[src/rtl/eval_scheduler_pkg.sv]
// Shared types and default sizing for the event evaluation scheduler.
package eval_scheduler_pkg;

  localparam int DEF_DATA_W     = 64;
  localparam int DEF_DEPTH      = 4;
  localparam int DEF_NUM_LAYERS = 3;

  typedef enum logic [2:0] {
    ST_IDLE  = 3'd0,
    ST_POP   = 3'd1,
    ST_LAYER = 3'd2,
    ST_DONE  = 3'd3
  } state_t;

endpackage

[src/rtl/event_fifo.sv]
// Power-of-two event queue with occupancy count; a push on a full queue is
// accepted only when a pop frees the head in the same cycle.
module event_fifo #(
  parameter int DATA_W = 64,
  parameter int DEPTH  = 4
) (
  input  logic                       clk_i,
  input  logic                       rst_i,
  input  logic                       push_i,
  input  logic                       pop_i,
  input  logic [DATA_W-1:0]          data_i,
  output logic [DATA_W-1:0]          data_o,
  output logic                       push_ok_o,
  output logic                       full_o,
  output logic                       empty_o,
  output logic [$clog2(DEPTH+1)-1:0] count_o
);

  localparam int AW = $clog2(DEPTH);
  localparam int CW = $clog2(DEPTH+1);

  logic [DATA_W-1:0] mem_q [DEPTH];
  logic [AW-1:0]     wr_ptr_q;
  logic [AW-1:0]     rd_ptr_q;
  logic [CW-1:0]     count_q;
  logic              do_push;
  logic              do_pop;

  assign full_o    = (count_q == CW'(DEPTH));
  assign empty_o   = (count_q == '0);
  assign do_pop    = pop_i && !empty_o;
  assign do_push   = push_i && (!full_o || do_pop);
  assign push_ok_o = do_push;
  assign data_o    = mem_q[rd_ptr_q];
  assign count_o   = count_q;

  always_ff @(posedge clk_i) begin
    if (do_push) mem_q[wr_ptr_q] <= data_i;
  end

  always_ff @(posedge clk_i or posedge rst_i) begin
    if (rst_i) begin
      wr_ptr_q <= '0;
      rd_ptr_q <= '0;
      count_q  <= '0;
    end else begin
      if (do_push) wr_ptr_q <= wr_ptr_q + AW'(1);
      if (do_pop)  rd_ptr_q <= rd_ptr_q + AW'(1);
      case ({do_push, do_pop})
        2'b10:   count_q <= count_q + CW'(1);
        2'b01:   count_q <= count_q - CW'(1);
        default: count_q <= count_q;
      endcase
    end
  end

endmodule

[src/rtl/eval_scheduler.sv]
// Pops queued input events and sequences them through NUM_LAYERS evaluation
// layers, one layer per cycle, with a done pulse per event.
module eval_scheduler
  import eval_scheduler_pkg::*;
#(
  parameter int DATA_W     = DEF_DATA_W,
  parameter int DEPTH      = DEF_DEPTH,
  parameter int NUM_LAYERS = DEF_NUM_LAYERS
) (
  input  logic                     clk,
  input  logic                     rst,
  input  logic                     en,
  input  logic signed [DATA_W-1:0] input_x,
  input  logic                     new_input,
  output logic [2:0]               llc_state,
  output logic                     qPush,
  output logic                     qPop,
  output logic                     qPushValid,
  output logic                     qPopValid,
  output logic signed [DATA_W-1:0] llc_x,
  output logic [NUM_LAYERS-1:0]    pacing,
  output logic                     eval_done,
  output logic                     overflow
);

  localparam int LW = (NUM_LAYERS > 1) ? $clog2(NUM_LAYERS) : 1;

  state_t                  state_q;
  logic [LW-1:0]           layer_q;
  logic [DATA_W-1:0]       llc_x_q;
  logic                    overflow_q;
  logic [DATA_W-1:0]       fifo_head;
  logic                    fifo_full;
  logic                    fifo_empty;
  logic [$clog2(DEPTH+1)-1:0] fifo_count;

  event_fifo #(.DATA_W(DATA_W), .DEPTH(DEPTH)) u_fifo (
    .clk_i    (clk),
    .rst_i    (rst),
    .push_i   (qPush),
    .pop_i    (qPop),
    .data_i   (input_x),
    .data_o   (fifo_head),
    .push_ok_o(qPushValid),
    .full_o   (fifo_full),
    .empty_o  (fifo_empty),
    .count_o  (fifo_count)
  );

  // Outputs decode the registered state; en low masks them in the same cycle.
  assign qPush     = new_input && en;
  assign qPop      = en && (state_q == ST_POP);
  assign qPopValid = qPop && !fifo_empty;
  assign pacing    = (en && state_q == ST_LAYER) ? (NUM_LAYERS'(1) << layer_q) : '0;
  assign eval_done = en && (state_q == ST_DONE);
  assign llc_state = state_q;
  assign llc_x     = llc_x_q;
  assign overflow  = overflow_q;

  always_ff @(posedge clk or posedge rst) begin
    if (rst) begin
      state_q    <= ST_IDLE;
      layer_q    <= '0;
      llc_x_q    <= '0;
      overflow_q <= 1'b0;
    end else begin
      if (qPush && fifo_full && !qPop) overflow_q <= 1'b1;
      if (en) begin
        case (state_q)
          ST_IDLE: if (fifo_count != '0) state_q <= ST_POP;
          ST_POP: begin
            llc_x_q <= fifo_head;
            layer_q <= '0;
            state_q <= ST_LAYER;
          end
          ST_LAYER: begin
            if (layer_q == LW'(NUM_LAYERS-1)) begin
              layer_q <= '0;
              state_q <= ST_DONE;
            end else begin
              layer_q <= layer_q + LW'(1);
            end
          end
          ST_DONE: state_q <= fifo_empty ? ST_IDLE : ST_POP;
          default: state_q <= ST_IDLE;
        endcase
      end
    end
  end

endmodule

[config.mk]
export PLATFORM = sky130hd
export DESIGN_NAME = eval_scheduler
export DESIGN_NICKNAME = d
export VERILOG_FILES = /design/src/rtl/eval_scheduler_pkg.sv /design/src/rtl/event_fifo.sv /design/src/rtl/eval_scheduler.sv
export SDC_FILE = /design/constraint.sdc
export NUM_CORES = 1
export LEC_CHECK = 0
export ABC_AREA = 1
export BUFFER_PORTS_ARGS = -buffer_cell sky130_fd_sc_hd__buf_2
export CORE_MARGIN = 3
export CORE_UTILIZATION = 60
export DETAILED_ROUTE_END_ITERATION = 10
export PLACE_DENSITY = 0.79
export SYNTH_ARGS = -nofsm -noshare
export SYNTH_HDL_FRONTEND = slang
export SYNTH_SLANG_ARGS = --single-unit
[constraint.sdc]
create_clock -name clk -period 8.29 [get_ports clk]
set_input_delay 1.658 -clock clk [delete_from_list [all_inputs] [get_ports clk]]
set_output_delay 1.658 -clock clk [all_outputs]
set_load 0.01 [all_outputs]
# Yosys cells after proc, flatten, opt, wreduce, memory -nomap -nowiden
# Memories as Yosys holds them, arrays and structs flattened. A register that Yosys moved wholly into a read port is not among the register bits.
# Index checks and enable logic that the tools add are counted.
# word_totals
regBits,13
mem_bits_rw,256
in_bits,68
wordCells,52
mem_count,1
# mem_list
memory,words,word_bits,rd,rd_clocked_by_memory_dff,wr,line,source
u_fifo.mem_q,4,64,1,1,1,event_fifo.sv:22,logic [DATA_W-1:0] mem_q [DEPTH];
# op_classes
n_addsub,5
n_eq_ne,9
n_shift,1
n_mux,10
n_reduce_logical,20
# ops
operator,count
3-bit case mux with 4 select lines,1
3-bit 2-to-1 mux,3
1-bit logical AND,8
"2-bit by 1-bit adder with 2-bit output, second input constant",3
"3-bit by 2-bit equality test with 1-bit output, second input constant",2
3-bit logical NOT,2
3-bit case mux with 2 select lines,1
"2-bit equality test, second input constant",2
2-bit case mux with 2 select lines,1
2-bit AND reduction,2
2-bit nonzero test,2
"3-bit by 1-bit adder with 3-bit output, second input constant",1
"3-bit by 1-bit equality test with 1-bit output, second input constant",1
"3-bit equality test, second input constant",1
1-bit logical NOT,3
1-bit 2-to-1 mux,3
3-bit AND reduction,1
3-bit nonzero test,1
"1-bit by 2-bit left shift with 3-bit output, first input constant",1
"3-bit by 1-bit subtractor with 3-bit output, second input constant",1
"2-bit by 1-bit equality test with 1-bit output, second input constant",1
2-bit 2-to-1 mux,1
"2-bit by 1-bit != test with 1-bit output, second input constant",1
"2-bit != test, second input constant",1
1-bit logical OR,1

# Longest topological paths before layout
# depth
word_depth,7
depth_mapped,11
mapped_depth_nobuf,11

# Hierarchy
# A second synthesis with hierarchy kept.
# unflattened
hier_cells,1072
hier_area_um2,12967.4
# by_module_without_submodules
module,n_inst,cells_per_inst,area_per_inst_um2
event_fifo,1,749,10138.5
eval_scheduler,1,323,2829.0

# Worst setup path after synthesis
# No wires, ideal clock.
# synth_timing
kind,input -> register
startpoint,in en
endpoint,"mem u_fifo.mem_q[0][0], enable pin"
setup_ps,487
t_arrival_ps,4854
path_slack_ps,2949
path_stages,5
path_cell_list,buf_4 nand2_1 inv_1 nand2_1 nor2_1
# synth_via
word_cells_on_any_way,7
# synth_lines
item,line,source
start: declaration,eval_scheduler.sv:12,"input logic en,"
1-bit logical AND,eval_scheduler.sv:51,assign qPush = new_input && en;
net qPush,eval_scheduler.sv:16,"output logic qPush,"
1-bit logical AND,event_fifo.sv:32,assign do_push = push_i && (!full_o || do_pop);
1-bit 2-to-1 mux,event_fifo.sv:38,if (do_push) mem_q[wr_ptr_q] <= data_i;
1-bit 2-to-1 mux (implied by the code),event_fifo.sv:38,
end: declaration,event_fifo.sv:22,
# The timed path passes the listed nets, and every way through them passes these cells.

# Final worst setup path
# layout_timing
startpoint,in en
endpoint,out qPopValid
# layout_via
elab_chain_len,2
# layout_lines
item,line,source
1-bit logical AND,eval_scheduler.sv:52,assign qPop = en && (state_q == ST_POP);
1-bit logical AND,eval_scheduler.sv:53,assign qPopValid = qPop && !fifo_empty;
end: declaration,eval_scheduler.sv:19,"output logic qPopValid,"
# Every way passes these cells.

==> results_dict.tcl <==
set metrics [dict create \
    status "complete, no violations" \
    synth.distinct_cells 22 \
    vias 9011 \
    worst_path_most_repeated_cell "buf_2" \
    avgSynthCellArea_sq_um 10.4 \
    crit_chain "buf_2 > nand2_2 > buf_4 > a21oi_1 > buf_2" \
    cts_tree "built" \
    finalCritPeriodShare 0.552 \
    cts_buffers 35 \
    cts_hold_buf 0 \
    initial_utilization 0.618 \
    setup_tns_ns 0 \
    drt-total-wl_mm 27.9 \
    ys_warn_count 0 \
    synth_fp_nets 1393 \
    end_kind "output pin" \
    r2r_slack_ns 5.19 \
    fp.dieW_um 157 \
    hold_viol_final 0 \
    grt_pass1_wl_mm 43.8 \
    grt_use_total 0.228 \
    vdd_drop_max_v 0.000252 \
    worst_pin_slew_ns 1.09 \
    synth_commonest_cells "nand2_1, edfxtp_1, inv_1, dfrtp_1, nand3_1" \
    synthFlopType "edfxtp_1" \
    total_power_mw 5.37 \
    leakage_nw 7.44 \
    whs_path_depth 2 \
    cp_data_required_time_ns 6.63 \
    cts_sinks 332 \
    slew_headroom 0.273 \
    max_freq_mhz 218 \
    worst-path-stages 5 \
    slowest_stage "buf_4" \
    syn2layout_area_growth_pct 14.5 \
    maxCapViolCount 0 \
    clk_latency_ns 0.51 \
    cp_max_fo 66 \
    clk_pin_slew_ns 0.05 \
    setup_viol 0 \
    cpPeakStageDelay_ns 0.60 \
    reg2reg_depth 7 \
    yosys.area.top_type "edfxtp_1" \
    postSynthCellCount 1315 \
    power_density_mw_per_mm2 343 \
    core_sq_mm 0.0221 \
    antenna_found_initial 5 \
    final_nets 1524 \
    die_area_sq_mm 0.0246 \
    num-fill-cells 1484 \
    synth-edff-count 256 \
    numPortBuffers 142 \
    cts_post_setup_buffers_inserted 0 \
    hold_path_class "flop to flop" \
    final.min_clock_period_ns 4.58 \
    grt_pass1_vias 8848 \
    dp_hpwl_mm 14.8 \
    num_rows 54 \
    cts-resized-gates 0 \
    vias_per_cell 5.13 \
    first_iter_violations 704 \
    root_buffer "clkbuf_16" \
    rsz0062_at_grt "false" \
    multi_input_area_sq_mm 0.00315 \
    worst-setup-path-type "primary input to output pin" \
    die_height_um 157 \
    ys_seq_area_frac 0.702 \
    synth-seq-cells 332 \
    drt-pass1-iter-count 5 \
    avgRoutedWirePerCell_um 15.9 \
    syn-cell-area_sq_mm 0.0137 \
    timing.critical_path.buf_inv 3 \
    yosys-top-cells-area "edfxtp_1, nand2_1, dfrtp_1" \
    start_kind "primary input" \
    ctsLongestPathBuffers 3 \
    arrival_ns 2.92 \
    htree_levels 2 \
    pin_count 144 \
    synth_top_area_frac 0.563 \
    route.detailed.drc 0 \
    final_antenna_net_count 0 \
    crit_family "buffers and inverters" \
    drive_above_1_share 0.149 \
    ys_async_sr_fraction 0.229 \
    maxSlewViolCount 0 \
    grt_max_degree 84 \
    clock_skew_ns 0.0158 \
    synth_most_common_cell "nand2_1" \
    place.gp.congestion 0.753 \
    gr-total-overflow 0 \
    ff_latch_area_sq_mm 0.00959 \
]
==> tightest hold or removal path, stage by stage (launching register included) <==
cell and delay (ns):
dfrtp_1 0.34, nand2_1 0.05, nand2_1 0.05
==> placed cells by master, fill, tap and decap left out, drive strengths merged <==
cell type  instances
nand2            674
edfxtp           256
buf              153
inv              152
dfrtp             76
nand3             69
clkbuf            49
ha                 9
nor2               9
clkinv             8
bufinv             5
diode              2
a21oi              2
nor3               2
xor2               2
nand4              1
xnor2              1
o21ai              1
or2                1
o21bai             1
fa                 1
conb               1
==> area by class of cell <==
type,instances,share of cell area
tap,280,0.0224
inverter,150,0.0362
clock inverter,15,0.0134
antenna,2,0.000320
timing repair buffer,153,0.0507
clock buffer,49,0.0625
sequential,332,0.613
multi-input combinational,774,0.201
==> metal layers <==
metal	vias to the layer above	global-route usage	share of wire
met5	-	0	0.0020
met4	8	0.0863	0.028
met3	74	0.0506	0.066
met2	303	0.402	0.51
met1	4234	0.274	0.40
li1	4392	-	-
==> flip-flops by register name, summed over array words and instances, names as in the netlist <==
signal and flops:
layer_q 2, u_fifo.mem_q 256, u_fifo.count_o 3, overflow 1, u_fifo.wr_ptr_q 2, u_fifo.rd_ptr_q 2
llc_x 64, llc_state 2
==> cell families after synthesis <==
family	Yosys count	share of synthesized area
AO/OA/AOI/OAI	4	0.00165
XOR/XNOR	3	0.00192
adder cells (fa/ha/maj)	10	0.00971
buffers and inverters	209	0.0700
flip-flops	332	0.702
other	1	0.000274
AND/OR/NAND/NOR	756	0.215
==> path summary, 6_finish.rpt <==
| kind | to | from |
|---|---|---|
| max | qPopValid | en |
| min | llc_x[25]$_DFFE_PP0P_ | llc_x[25]$_DFFE_PP0P_ |
| max reg2reg | u_fifo.mem_q[0][49]$_DFFE_PP_ | llc_state[1]$_DFFE_PP0P_ |
| min reg2reg | llc_x[25]$_DFFE_PP0P_ | llc_x[25]$_DFFE_PP0P_ |
| max in group asynchronous | u_fifo.rd_ptr_q[0]$_DFFE_PP0P_ | rst |
| min in group asynchronous | llc_x[26]$_DFFE_PP0P_ | rst |
==> per-stage QoR <==
stage | instances | cell area (sq um) | utilization | hold slack, ns | worst slack (ns)
final | 1755 | 15600 | 0.708 | 0.470 | 3.71
after global routing | 1754 | 15600 | 0.708 | 0.498 | 3.59
after CTS | 1753 | 15600 | 0.708 | 0.476 | 3.68
after detailed placement | 1689 | 14500 | 0.654 | 0.460 | 3.68
after global placement | 1689 | 14500 | 0.654 | 0.454 | 3.72
after floorplan | 1315 | 13700 | - | 0.468 | 2.95
==> where the power goes <==
part           switching [mW]  leakage, nW  internal, mW
clock network           0.604        0.587         0.984
logic                    1.05         3.57         0.477
registers               0.157         3.28          2.11
total                    1.81         7.44          3.57
Power figures use the tool's default switching activity.
